<file path="src/rtl/aes_pkg.sv">
// -----------------------------------------------------------------------------
// aes_pkg
// Shared types and helpers for the AES-128 key-schedule controller.
//   aes_128      : 128-bit key / round-key word
//   aes_byte     : 8-bit GF(2^8) element (round constant)
//   NUM_RNDS_DEF : default number of expansion rounds for AES-128
//   aes_state_e  : controller FSM states
//   xtime()      : multiply by x in GF(2^8) modulo x^8+x^4+x^3+x+1
// -----------------------------------------------------------------------------
package aes_pkg;

  typedef logic [127:0] aes_128;
  typedef logic [7:0]   aes_byte;

  localparam int NUM_RNDS_DEF = 10;

  typedef enum logic [1:0] {
    ST_IDLE   = 2'd0,
    ST_LOAD   = 2'd1,
    ST_EXPAND = 2'd2,
    ST_DONE   = 2'd3
  } aes_state_e;

  function automatic aes_byte xtime(input aes_byte b);
    xtime = {b[6:0], 1'b0} ^ (b[7] ? 8'h1B : 8'h00);
  endfunction

endpackage

</file>
<file path="src/rtl/aes_rcon_gen.sv">
// -----------------------------------------------------------------------------
// aes_rcon_gen
// Round-constant register. Loads 8'h01 at the start of an expansion, advances
// by xtime on every step, and returns to 0 on clear or reset.
// Ports:
//   clk      in  clock
//   rst_i    in  synchronous active-high reset
//   load_i   in  load the first round constant (8'h01)
//   step_i   in  advance to the next round constant
//   clear_i  in  force the register to 0
//   rcon_o   out current round constant
// -----------------------------------------------------------------------------
module aes_rcon_gen
  import aes_pkg::*;
(
  input  logic    clk,
  input  logic    rst_i,
  input  logic    load_i,
  input  logic    step_i,
  input  logic    clear_i,
  output aes_byte rcon_o
);

  aes_byte rcon_q;

  always_ff @(posedge clk) begin
    if (rst_i || clear_i) begin
      rcon_q <= 8'h00;
    end else if (load_i) begin
      rcon_q <= 8'h01;
    end else if (step_i) begin
      rcon_q <= xtime(rcon_q);
    end
  end

  assign rcon_o = rcon_q;

endmodule

</file>
<file path="src/rtl/aes_key_sched_ctrl.sv">
// -----------------------------------------------------------------------------
// aes_key_sched_ctrl
// Sequences an external registered AES-128 key-gen round through NUM_RNDS
// expansions and streams round keys 0..NUM_RNDS on rk_o.
// Optional macro: AES_KEY_STORE_EN adds a (NUM_RNDS+1) x 128 round-key store
// with a combinational read port (rd_idx_i / rd_key_o).
// Ports:
//   clk            in   clock
//   nrst           in   synchronous active-high reset
//   key_valid_i    in   cipher key offered on key_i
//   key_ready_o    out  key can be accepted (IDLE only)
//   key_i          in   cipher key
//   kg_key_o       out  latched cipher key to key-gen
//   kg_en_o        out  key-gen enable
//   kg_gen_key_o   out  key-gen rcon select
//   kg_next_rnd_o  out  key-gen feedback select (0 cipher key, 1 previous)
//   kg_rcon_o      out  round constant to key-gen
//   kg_key_i       in   registered round key from key-gen
//   rk_valid_o     out  rk_o / rk_idx_o valid
//   rk_idx_o       out  round index
//   rk_o           out  round key
//   busy_o         out  expansion in progress
//   done_o         out  pulse with the final round key
//   rd_idx_i       in   store read index          (AES_KEY_STORE_EN only)
//   rd_key_o       out  store read data           (AES_KEY_STORE_EN only)
// -----------------------------------------------------------------------------
module aes_key_sched_ctrl
  import aes_pkg::*;
#(
  parameter int NUM_RNDS = NUM_RNDS_DEF
) (
  input  logic         clk,
  input  logic         nrst,
  input  logic         key_valid_i,
  output logic         key_ready_o,
  input  logic [127:0] key_i,
  output logic [127:0] kg_key_o,
  output logic         kg_en_o,
  output logic         kg_gen_key_o,
  output logic         kg_next_rnd_o,
  output logic [7:0]   kg_rcon_o,
  input  logic [127:0] kg_key_i,
  output logic         rk_valid_o,
  output logic [3:0]   rk_idx_o,
  output logic [127:0] rk_o,
  output logic         busy_o,
  output logic         done_o
`ifdef AES_KEY_STORE_EN
  ,
  input  logic [3:0]   rd_idx_i,
  output logic [127:0] rd_key_o
`endif
);

  localparam logic [3:0] LAST_IDX = 4'(NUM_RNDS);

  aes_state_e state_q, state_d;
  logic [3:0] cnt_q;
  aes_128     key_q;
  aes_byte    rcon;
  logic       hs;

  assign hs = (state_q == ST_IDLE) && key_valid_i;

  always_ff @(posedge clk) begin
    if (nrst) begin
      state_q <= ST_IDLE;
    end else begin
      state_q <= state_d;
    end
  end

  always_comb begin
    state_d = state_q;
    unique case (state_q)
      ST_IDLE:   if (key_valid_i) state_d = ST_LOAD;
      ST_LOAD:   state_d = ST_EXPAND;
      ST_EXPAND: if (cnt_q == LAST_IDX) state_d = ST_DONE;
      ST_DONE:   state_d = ST_IDLE;
      default:   state_d = ST_IDLE;
    endcase
  end

  // Counter holds the round index of the key currently on rk_o:
  // 0 in LOAD, k in EXPAND.
  always_ff @(posedge clk) begin
    if (nrst) begin
      cnt_q <= 4'd0;
    end else if ((state_q == ST_LOAD) || (state_q == ST_EXPAND)) begin
      cnt_q <= cnt_q + 4'd1;
    end else begin
      cnt_q <= 4'd0;
    end
  end

  always_ff @(posedge clk) begin
    if (nrst) begin
      key_q <= '0;
    end else if (hs) begin
      key_q <= key_i;
    end
  end

  assign kg_key_o = key_q;

  // The rcon register runs one round ahead of rk_idx_o because the key-gen
  // result appears one cycle after it is enabled.
  aes_rcon_gen u_rcon (
    .clk     (clk),
    .rst_i   (nrst),
    .load_i  (hs),
    .step_i  (kg_en_o),
    .clear_i (state_q == ST_DONE),
    .rcon_o  (rcon)
  );

  always_comb begin
    key_ready_o   = (state_q == ST_IDLE) && !nrst;
    kg_en_o       = 1'b0;
    kg_gen_key_o  = 1'b0;
    kg_next_rnd_o = 1'b0;
    rk_valid_o    = 1'b0;
    rk_idx_o      = 4'd0;
    rk_o          = '0;
    done_o        = 1'b0;
    busy_o        = (state_q != ST_IDLE);
    unique case (state_q)
      ST_LOAD: begin
        kg_en_o      = 1'b1;
        kg_gen_key_o = 1'b1;
        rk_valid_o   = 1'b1;
        rk_o         = key_q;
      end
      ST_EXPAND: begin
        rk_valid_o = 1'b1;
        rk_idx_o   = cnt_q;
        rk_o       = kg_key_i;
        if (cnt_q == LAST_IDX) begin
          done_o = 1'b1;
        end else begin
          kg_en_o       = 1'b1;
          kg_gen_key_o  = 1'b1;
          kg_next_rnd_o = 1'b1;
        end
      end
      default: ;
    endcase
    kg_rcon_o = kg_en_o ? rcon : 8'h00;
  end

`ifdef AES_KEY_STORE_EN
  aes_128 store_q [NUM_RNDS+1];

  // Store is deliberately unreset; a same-cycle read sees the old entry.
  always_ff @(posedge clk) begin
    if (rk_valid_o) begin
      store_q[rk_idx_o] <= rk_o;
    end
  end

  assign rd_key_o = (rd_idx_i <= LAST_IDX) ? store_q[rd_idx_i] : '0;
`endif

endmodule

</file>
<file path="config.mk">
export PLATFORM = sky130hd
export DESIGN_NAME = aes_key_sched_ctrl
export DESIGN_NICKNAME = d
export VERILOG_FILES = /design/src/rtl/aes_pkg.sv /design/src/rtl/aes_rcon_gen.sv /design/src/rtl/aes_key_sched_ctrl.sv
export SDC_FILE = /design/constraint.sdc
export NUM_CORES = 1
export LEC_CHECK = 0
export ABC_AREA = 1
export CELL_PAD_IN_SITES_DETAIL_PLACEMENT = 1
export CELL_PAD_IN_SITES_GLOBAL_PLACEMENT = 2
export CORE_MARGIN = 5
export CORE_UTILIZATION = 16
export CTS_CLUSTER_DIAMETER = 50
export DETAILED_ROUTE_END_ITERATION = 12
export PLACE_DENSITY_LB_ADDON = 0.1
export SLEW_MARGIN = 20
export SYNTH_ARGS = -nofsm -noshare
export SYNTH_HDL_FRONTEND = slang
export SYNTH_SLANG_ARGS = --single-unit
</file>
<file path="constraint.sdc">
create_clock -name clk -period 2.2 [get_ports clk]
set_clock_uncertainty 0.05 [all_clocks]
set_input_delay 0.44 -clock clk [delete_from_list [all_inputs] [get_ports clk]]
set_output_delay 0.44 -clock clk [all_outputs]
set_load 0.1 [all_outputs]
</file>
# Yosys cells after proc, flatten, opt, wreduce, memory -nomap -nowiden
# Cells that the tools add are included.
# word_totals
ff_bits,142
latchBits,0
ramBits,0
romBits,0
in_bits,259
n_memories,0
# classes
n_addsub,1
mul,0
n_div,0
n_lt_le_gt_ge,0
eq_ne,6
n_shift,0
mux,15
bitwise_logic,2
n_reduce_logical,12
# op_table
cell,n
$pmux 128 s2,1
$mux 8,1
$pmux 2 s4,1
$xor 8x5->8,1
$mux 1,7
$reduce_or 2->1,3
$mux 5,1
$add 4x1->4 const B,1
$eq 2x2->1 const B,2
$eq 4x4->1 const B,1
$mux 2,2
$mux 4,1
$reduce_bool 2->1,2
$eq 2x1->1 const B,1
$logic_and 1x1->1,2
$logic_not 2->1,1
$logic_or 1x1->1,2
$ne 2x1->1 const B,1
$ne 2x2->1 const B,1
$pmux 1 s2,1
$reduce_and 2->1,1
$logic_not 1->1,1
$not 1->1,1

# Depth between registers and ports, before layout
# Gate-level depths: netlist (run 1).
# depth
ltp_word,5
ltp_mapped,9

# Hierarchy
# From an unflattened synthesis (run 1), not the netlist that was laid out.
# unflattened
cells_unflattened,1109
area_unflattened_um2,7051.8
# by_module_without_submodules
mod,instances,cells_each,area_per_inst_um2,seq_area_each_um2
aes_key_sched_ctrl,1,1054,6677.7,2682.6
aes_rcon_gen,1,55,374.1,160.2

# Worst setup path before layout (run 1)
# Ideal clock, no wire load.
# synth_path
path_type,reg-to-output
from,reg state_q[0]
to,out rk_o[62]
arrival_ns,3.266
setup_slack_ns,-1.556
stages_incl_launch_ff,7
cell_sequence,dfxtp_1 > inv_1 > ha_1 > inv_2 > buf_2 > buf_2 > a21oi_1
# synth_via
elab_chain_cells,2
elab_cells_between_ends,3
classes_between,2 x eq/ne; 1 x mux
# synth_rtl
item,line_no,text
"start, declared",aes_key_sched_ctrl.sv:57,"aes_state_e state_q, state_d;"
"start signal, assigned",aes_key_sched_ctrl.sv:69,state_q <= state_d;
$eq 2x2->1 / $eq 2x1->1 (equally long branches),aes_key_sched_ctrl.sv:127,unique case (state_q)
$pmux 128 s2 *,aes_key_sched_ctrl.sv:127,
"end, declared",aes_key_sched_ctrl.sv:45,"output logic [127:0] rk_o,"
# Mark *: on every way between the ends. The rest lies on a longest branch, timed or not.

# Final worst setup path (run 1)
# layout_path
from,reg state_q[1]
to,out rk_o[114]
# Same word-level chain as after synthesis.

==> results of run 1 <==
metrics by stage:
| stage | instances | TNS [ps] | utilization (%) | hold WS, ps |
|---|---|---|---|---|
| finish | 2259 | -26270 | 40.6 | 444 |
| global route | 2255 | -36400 | 40.6 | 467 |
| CTS | 2206 | -31380 | 36.5 | 448 |
| detailed placement | 2164 | -10.5 | 33.7 | 416 |
| global placement | 2164 | 0 | 33.7 | 418 |
| floorplan | 1088 | -92790 | - | 391 |
layer usage:
metal	part of all wire [%]	GRT usage [%]
met1	41	19.6
met2	52	31.6
met3	6.2	5.39
met4	1.0	4.07
met5	0.055	0
flip-flops by register name, summed over array words and instances (netlist names):
signal	count
cnt_q	4
state_q	2
kg_key_o	128
u_rcon.rcon_o	8
cell families (layout without fill, tap and decap cells):
group                    count (synthesis)  after routing
adder cells (fa/ha/maj)                  6              6
flip-flops                             142            142
XOR/XNOR                                 4              4
buffers and inverters                  113            686
AND/OR/NAND/NOR                        553            553
other                                    0              6
AO/OA/AOI/OAI                          270            270
worst register-to-register path, stage by stage, from the launching register on:
cell and delay (ps):
dfxtp_4 360, inv_4 80, ha_4 160, nand2_4 110, inv_4 170, buf_12 310
nor2_1 110, nor2_1 120
report_power, final:
group / total [uW] / switching (uW) / internal (uW)
combinational: 26000 / 17400 / 8560
sequential: 3990 / 693 / 3300
clock: 2980 / 1220 / 1750
total: 33000 / 19400 / 13600
synthesized netlist by cell type (2+ instances only):
library cell | count | area [um^2]
dfxtp_1 | 142 | 2840
nand3_1 | 2 | 10.0
inv_2 | 3 | 11.3
clkbuf_1 | 22 | 82.6
buf_2 | 23 | 115
buf_6 | 11 | 124
nor2_1 | 266 | 998
nand2_4 | 3 | 33.8
clkbuf_2 | 10 | 50.1
xor2_1 | 3 | 26.3
buf_4 | 20 | 150
nand3_2 | 2 | 20.0
nand2_2 | 8 | 50.1
o21ai_0 | 131 | 656
ha_1 | 6 | 75.1
inv_1 | 21 | 78.8
a21oi_2 | 7 | 61.3
a21oi_1 | 132 | 661
nand2_1 | 271 | 1020
how the worst max path moves through the flow:
| stage | startpoint | end | slack, ps |
|---|---|---|---|
| floorplan | state_q[0]$_SDFFE_PP0P_ | rk_o[100] | -980 |
| CTS | state_q[1]$_SDFFE_PP0P_ | rk_o[43] | -310 |
| finish | state_q[1]$_SDFFE_PP0P_ | rk_o[114] | -240 |
| global placement | state_q[1]$_SDFFE_PP0P_ | rk_o[108] | 50 |
| global route | state_q[0]$_SDFFE_PP0P_ | rk_o[114] | -310 |
| detailed placement | state_q[1]$_SDFFE_PP0P_ | rk_o[100] | -10 |
area by class of cell:
cell class | instances | area, um^2 | area share (%)
timing repair inverter | 4 | 55.1 | 0.307
timing repair buffer | 625 | 8100 | 45.3
clock inverter | 10 | 113 | 0.629
clock buffer | 22 | 474 | 2.65
multi-input combinational | 833 | 5370 | 30.0
antenna | 6 | 15.0 | 0.0839
inverter | 25 | 156 | 0.874
tap | 592 | 741 | 4.14
sequential | 142 | 2880 | 16.1
repair_timing:
action | in CTS | in global routing
pin swaps | 18 | 58
endpoints found under the setup margin | 143 | 143
hold buffers | 0 | 0
resized for setup | 114 | 214
hold endpoints to repair | 0 | 0
cloned | 4 | 29
buffers inserted | 6 | 19
==> impl_summary.md, run 1 <==
Critical path
STA puts the critical path data arrival time at about 2000 ps. The register-to-register setup slack is 660 ps. STA classifies the critical path startpoint as a flip-flop. The launch instance of the worst register-to-register path is state_q[0]$_SDFFE_PP0P_. The signal on the critical path passes through inv_4 > ha_4 > buf_12 > clkinv_16 > clkbuf_16 > a21oi_4 > buf_12. Grouping stages by cell kind, the critical path spends the most delay in buffers and inverters. The worst setup path is of the reg -> out kind. The slowest cell on the critical path is dfxtp_4. The endpoint identified for the worst register-to-register timing path is kg_key_o[70]$_SDFFE_PP0P_. Counting both buffers and inverters, the worst setup path holds a total of 5. Counting cells, the worst reg-to-reg path comes to 7. STA puts the critical path data required time at between 1500 and 2000 ps. Along the worst path, the maximum fanout reaches 5.

The most frequent cell on the critical path is buf_12. The delay contributed by the slowest stage of the critical path is 380 ps. STA classifies the critical path endpoint as an output pin. The path length in cells of the critical path is 7.

Floorplanning
The die covers 0.0487 mm^2. The effective utilization at floorplan is ~16%. The floorplan die width is 221 um. During I/O placement, the number of pins put on the boundary was 534. The placement row count is 77. In this run the standard cell core region covers 0.0441 mm^2. The vertical extent of the die is between 200 and 250 um.

STA
The shortest period the worst path allows is 2440 ps. For the pin with the worst max-slew slack, the measured transition is 315 ps. The max-slew violation count was 0.

The final-report setup violation count is 143. Setup repair after global routing could not meet its margin everywhere. The share of the cycle needed by the critical path after routing is 111%. In the post-route analysis, the smallest setup slack over all paths is -243 ps. The highest achievable clock rate is 409 MHz. The number of hold violations in the final report is 0. The worst pin sits at a relative slew slack of 79.0%.

Clocking
Clock-pin slew was measured on the worst setup and hold paths at 60 ps. The clock tree root driver cell is clkbuf_16. The H-tree was split into 4 levels. Clock latency on the worst-skew pair, taken at its later pin, is 440 ps. The clock drives approximately 140 sinks. TritonCTS built the clock tree. The buffer depth of the longest clock path is 2.

The number of buffers created by CTS is 17.

Synth
After synthesis the netlist holds a flip-flop and latch count of ~140. After synthesis, the largest family of logic cells by area is simple AND/OR/NAND/NOR gates. Yosys mapped the design onto 24 distinct sky130hd cell types.

The synthesized netlist devotes 30.1% of its cell area to simple gates. Synthesis produced a netlist with a net count of 1353. The gate count of the mapped netlist is approximately 1100. The cell area after technology mapping is between 0.007 and 0.008 mm^2.

The synthesized area per cell is 6.53 um^2. The synthesized netlist devotes 1.06% of its cell area to adder and majority cells. Sequential elements use 40.0% of the synthesized area. The xor/xnor share of the synthesized area is 0.493%. The number of flops mapped to enable cells by yosys is 0.

The dominant register cell in the synthesized netlist is dfxtp_1. The async set or reset register ratio after synthesis is 0%. The synthesis warning total is 0. The multiplexer share of the synthesized area is 0%. The compound-cell area share of the yosys netlist is approximately a fifth.

Job
Across the run, the number of max-cap violations was 0.

GRT
The number of antenna violations at the first check in global routing is 6. Entering global routing, the biggest net connects 64 pins. The via count of the first global-routing pass is between 9000 and 10000. The first-pass GRT wire length is 63100 um. The global-route total usage across every layer is 17.3%. The global-route congestion overflow total is 0.

Place
The placed instances occupy a cell area of 0.0149 mm^2. The worst setup slack after placement is -10.5 ps. At the end of routability-driven placement, the weighted congestion stood at 0.774. The HPWL after detailed placement is 33600 um. The number of I/O port buffers is 533.

Routing
The detail route stage leaves a number of antenna-violating nets equal to 0. The first-pass iteration count of the detailed router is 4. Wires add up to 48800 um. The routed wire length per instance is 21.6 um. The final route contains ~9500 vias. The number of violations reported at the end of detailed-routing iteration 0 is 289. After detailed routing, the number of remaining DRC violations is 0. The via density per instance is between 4 and 5.

Worst hold path
The worst hold path belongs to the class reg -> reg. The beginning of the worst hold path is kg_key_o[103]$_SDFFE_PP0P_. The endpoint of the worst hold-timing path is kg_key_o[103]$_SDFFE_PP0P_. The worst hold path was traced through 2 stages.

Finish
The library cells used most frequently in the layout, excluding fill and tap cells, are nor2_1 (261), clkdlybuf4s50_1 (258), nand2_1 (202), buf_12 (176), buf_4 (149). The filler cells instantiated in the layout total 5040. The library cell used most frequently in the layout, excluding fill and tap cells, is nor2_1. The fraction of layout cells with a size suffix above 1 is 40.4%. The post-synthesis to final-layout area growth is 152%. After routing the design area is 0.0179 mm^2. The final net count is between 1500 and 2000.

Pwr
IR analysis of the VDD net gives a maximum drop of 0.926 mV. The total power is around 33000 uW. The power density over cell area is 1840 mW/mm^2. The leakage power figure is 0.00667 uW.

Status
The run finished, with violations left. The checks that failed: setup timing.
Power figures use the tool's default switching activity.
==> inputs of run 2 (changes only) <==
CTS_CLUSTER_DIAMETER = not set   (was 50)
PLACE_DENSITY_LB_ADDON = 0.2   (was 0.1)
==> run 2 against run 1 <==
  * The run still ends with setup timing left
  * Hold slack better by 2.1 ps
  * Sequential share of layout area decreased by 0.071 points
  * Power down 2.3%
  * Wire length decreased by 4.3%
  * Fmax is 0.89% lower
  * Combinational power down 3%
  * Cell area up 0.44%
  * Clock power down 3%
  * Core utilization grew 0.18 points
  * Final cell count barely moved
  * Non-clock buffer count is 4 higher
==> impl_summary.md, run 2 (synthesized netlist as in run 1, its figures left out) <==
Status
The flow ran to the end, but the final reports show violations. The final reports fail on setup timing.

Place
The weighted congestion at the end of routability-driven global placement came to 0.755 (-2.4%). The number of placed instances with taps included came to 2169 (+0.23%). The number of I/O port buffers is 533 (unchanged). The HPWL after detailed placement is 32700 um (-2.7%).

Clocking
The clock latency on the worst-skew pair came to 430 ps (about the same). The CTS tree is done. The buffer depth of the longest clock path came to 2 (unchanged). The clock sink count is 142 (unchanged). The clock input transition at the sequential cells of the worst setup and hold paths came to 60 ps (about the same). The number of buffers created by CTS came to 17 (unchanged). Clock tree synthesis selected as its root buffer the cell clkbuf_16. The number of levels the H-tree was split into was 4 (unchanged). The total of hold buffers inserted after clock tree synthesis is 0 (unchanged).

Critical path
The delay contributed by the slowest stage of the critical path is 370 ps (about the same). The sum of buffers and inverters on the critical path is 5 (unchanged). The worst endpoint required time is 1710 ps (about the same). The number of cells on the worst reg-to-reg path is 11 (+4). The data arrival time of the critical path came to 1970 ps (+20 ps).

The capturing element type of the critical path is an output pin. The launching element type of the critical path is a flip-flop. The register-to-register setup slack is 500 ps (-160 ps).

The terminus of the critical flop-to-flop path is u_rcon.rcon_o[3]$_SDFFE_PP0P_. The signal on the critical path passes through inv_6 > ha_4 > buf_12 > buf_12 > clkbuf_16 > nand2_1 > a21oi_2 > buf_12. The path length in cells of the critical path is 8 (+1). The launch instance of the worst register-to-register path is state_q[0]$_SDFFE_PP0P_. The worst-path maximum fanout came to 8 (+3). The worst setup path is of the reg -> out kind.

The cell family contributing the most delay on the critical path is buffers and inverters. In this design, the critical path's most frequently occurring cell is buf_12. The slowest cell on the critical path is dfxtp_4.

STA
The highest achievable clock rate is 406 MHz (-0.89%). Setup repair after global routing could not meet its margin everywhere. The max-slew violation count was 0 (unchanged). The worst-case hold slack came to 446 ps (+2.10 ps). The shortest period the worst path allows is 2460 ps (+22.0 ps).

The headroom to the max-slew limit is 59.8% (-19 points). The transition time at the pin with the least slew margin was 603 ps (+288 ps). The final-report setup violation count is 143 (unchanged). The worst setup margin is -265 ps (-22.0 ps). The share of the cycle needed by the critical path after routing is 112% (+1.0 points).

The number of hold violations in the final report is 0 (unchanged).

Floorplanning
The full die area is 0.0487 mm^2 (unchanged). The effective utilization at floorplan is 16.1% (unchanged). The placement row count is 77 (unchanged). The area of the core region was 0.0441 mm^2 (unchanged). The vertical extent of the die came to 221 um (unchanged). The count of boundary I/O pins is 534 (unchanged). The floorplan die width is 221 um (unchanged).

Finish
The fraction of layout cells with a size suffix above 1 was 42.3% (+1.9 points). The area used by sequential logic in the layout is 0.00288 mm^2 (unchanged). The non-filler instance count after layout is 2261 (+0.089%). The area used by multi-input combinational logic came to 0.00551 mm^2 (+2.8%).

Leaving out fill and tap cells, the most frequent cell in the layout is nor2_1. The post-synthesis to final-layout area growth is 153%. The flip-flop count of the largest register, all copies and words added is 128 (unchanged). The count of fill cells added during filler insertion is 5012 (-0.56%).

The library cells used most frequently in the layout, excluding fill and tap cells, are nor2_1 (261), clkdlybuf4s50_1 (258), buf_12 (180), nand2_1 (168), buf_4 (159). The final net count is 1914 (+0.052%).

GRT
The number of antenna violations at the first check in global routing was 10 (+4). The first-pass GRT wire length is 65000 um (+2.9%). The global-route total usage across every layer is 17.8% (+0.56 points). The global-route congestion overflow total is 0 (unchanged). The via count of the first global-routing pass was 9931 (+3.4%).

The largest net degree at the start of global routing came to 66 (+3.1%).

Pwr
The leakage power figure is 0.00680 uW (+1.9%). The peak supply drop came to 0.788 mV (-15%). The power density over cell area is 1790 mW/mm^2 (-2.7%).

Job
The number of max-cap violations is 0 (unchanged).

Worst hold path
The path type of the worst min-delay path is reg -> reg. The cell depth of the worst hold path is 2 (unchanged). The endpoint of the worst hold-timing path is kg_key_o[88]$_SDFFE_PP0P_. The worst hold path begins at kg_key_o[88]$_SDFFE_PP0P_.

Routing
The number of nets with antenna violations after routing is 0 (unchanged). The via density per instance is 4.22 (+0.51%). The routed wire length per instance is 20.7 um (-4.3%). The total length of routed wires came to 46700 um (-4.3%). The first-pass iteration count of the detailed router is 4 (unchanged). The number of violations reported at the end of detailed-routing iteration 0 is 278 (-3.8%).

The DRC violations left is 0 (unchanged). The vias after detailed routing was 9541 (+0.60%).
-- run 2: how the worst max path moves through the flow --
stage	startpoint	end
after global placement	state_q[0]$_SDFFE_PP0P_	rk_o[14]
final	state_q[0]$_SDFFE_PP0P_	rk_o[83]
after floorplan	state_q[0]$_SDFFE_PP0P_	rk_o[100]
after CTS	state_q[0]$_SDFFE_PP0P_	rk_o[76]
after detailed placement	state_q[0]$_SDFFE_PP0P_	rk_o[46]
after global routing	state_q[0]$_SDFFE_PP0P_	rk_o[57]
-- run 2: power breakdown --
group	switching (uW)	leakage [uW]	internal [uW]	total, uW
logic	17100	0.00534	8190	25300
registers	761	0.00118	3300	4060
clock network	1210	0.000277	1690	2900
-- run 2: tightest hold or removal path, cell delays in order, from the launching register on --
cell,delay (ps)
dfxtp_2,340
nor2_1,40
nor2_1,80
-- run 2: final cells by class --
class / count / share of cell area, %
Timing Repair Buffer: 629 / 45.0
Multi-Input combinational cell: 833 / 30.7
Sequential cell: 142 / 16.0
Tap cell: 592 / 4.12
Clock buffer: 21 / 2.50
Inverter: 25 / 0.856
Clock inverter: 11 / 0.654
Antenna cell: 7 / 0.0974
Timing Repair inverter: 1 / 0.0487
-- run 2: per-layer routing --
| layer | GRT usage (%) | vias to the layer above | share of wire, % |
|---|---|---|---|
| met4 | 5.52 | 10 | 1.9 |
| met5 | 0 | - | 0.13 |
| li1 | - | 4609 | - |
| met2 | 31.3 | 282 | 51 |
| met1 | 20.9 | 4594 | 40 |
| met3 | 5.51 | 46 | 6.7 |
-- run 2: what timing repair did --
item | CTS | global route
setup endpoints to repair | 143 | 145
resized for setup | 172 | 203
gates cloned | 13 | 9
pin swaps | 56 | 77
buffers inserted | 22 | 12
-- run 2: through the flow --
stage          util [%]  area (um^2)  TNS [ps]  worst slack (ps)  power (uW)
6_report           40.8        18000    -28350              -265       32200
5_1_grt            40.7        18000    -41230              -358       33600
4_1_cts            38.0        16800    -37630              -314       30500
3_5_place_dp       33.9        15000         0              90.4       24800
3_3_place_gp       33.9        15000         0               134       24700
2_1_floorplan         -         7670    -92790              -977       18100
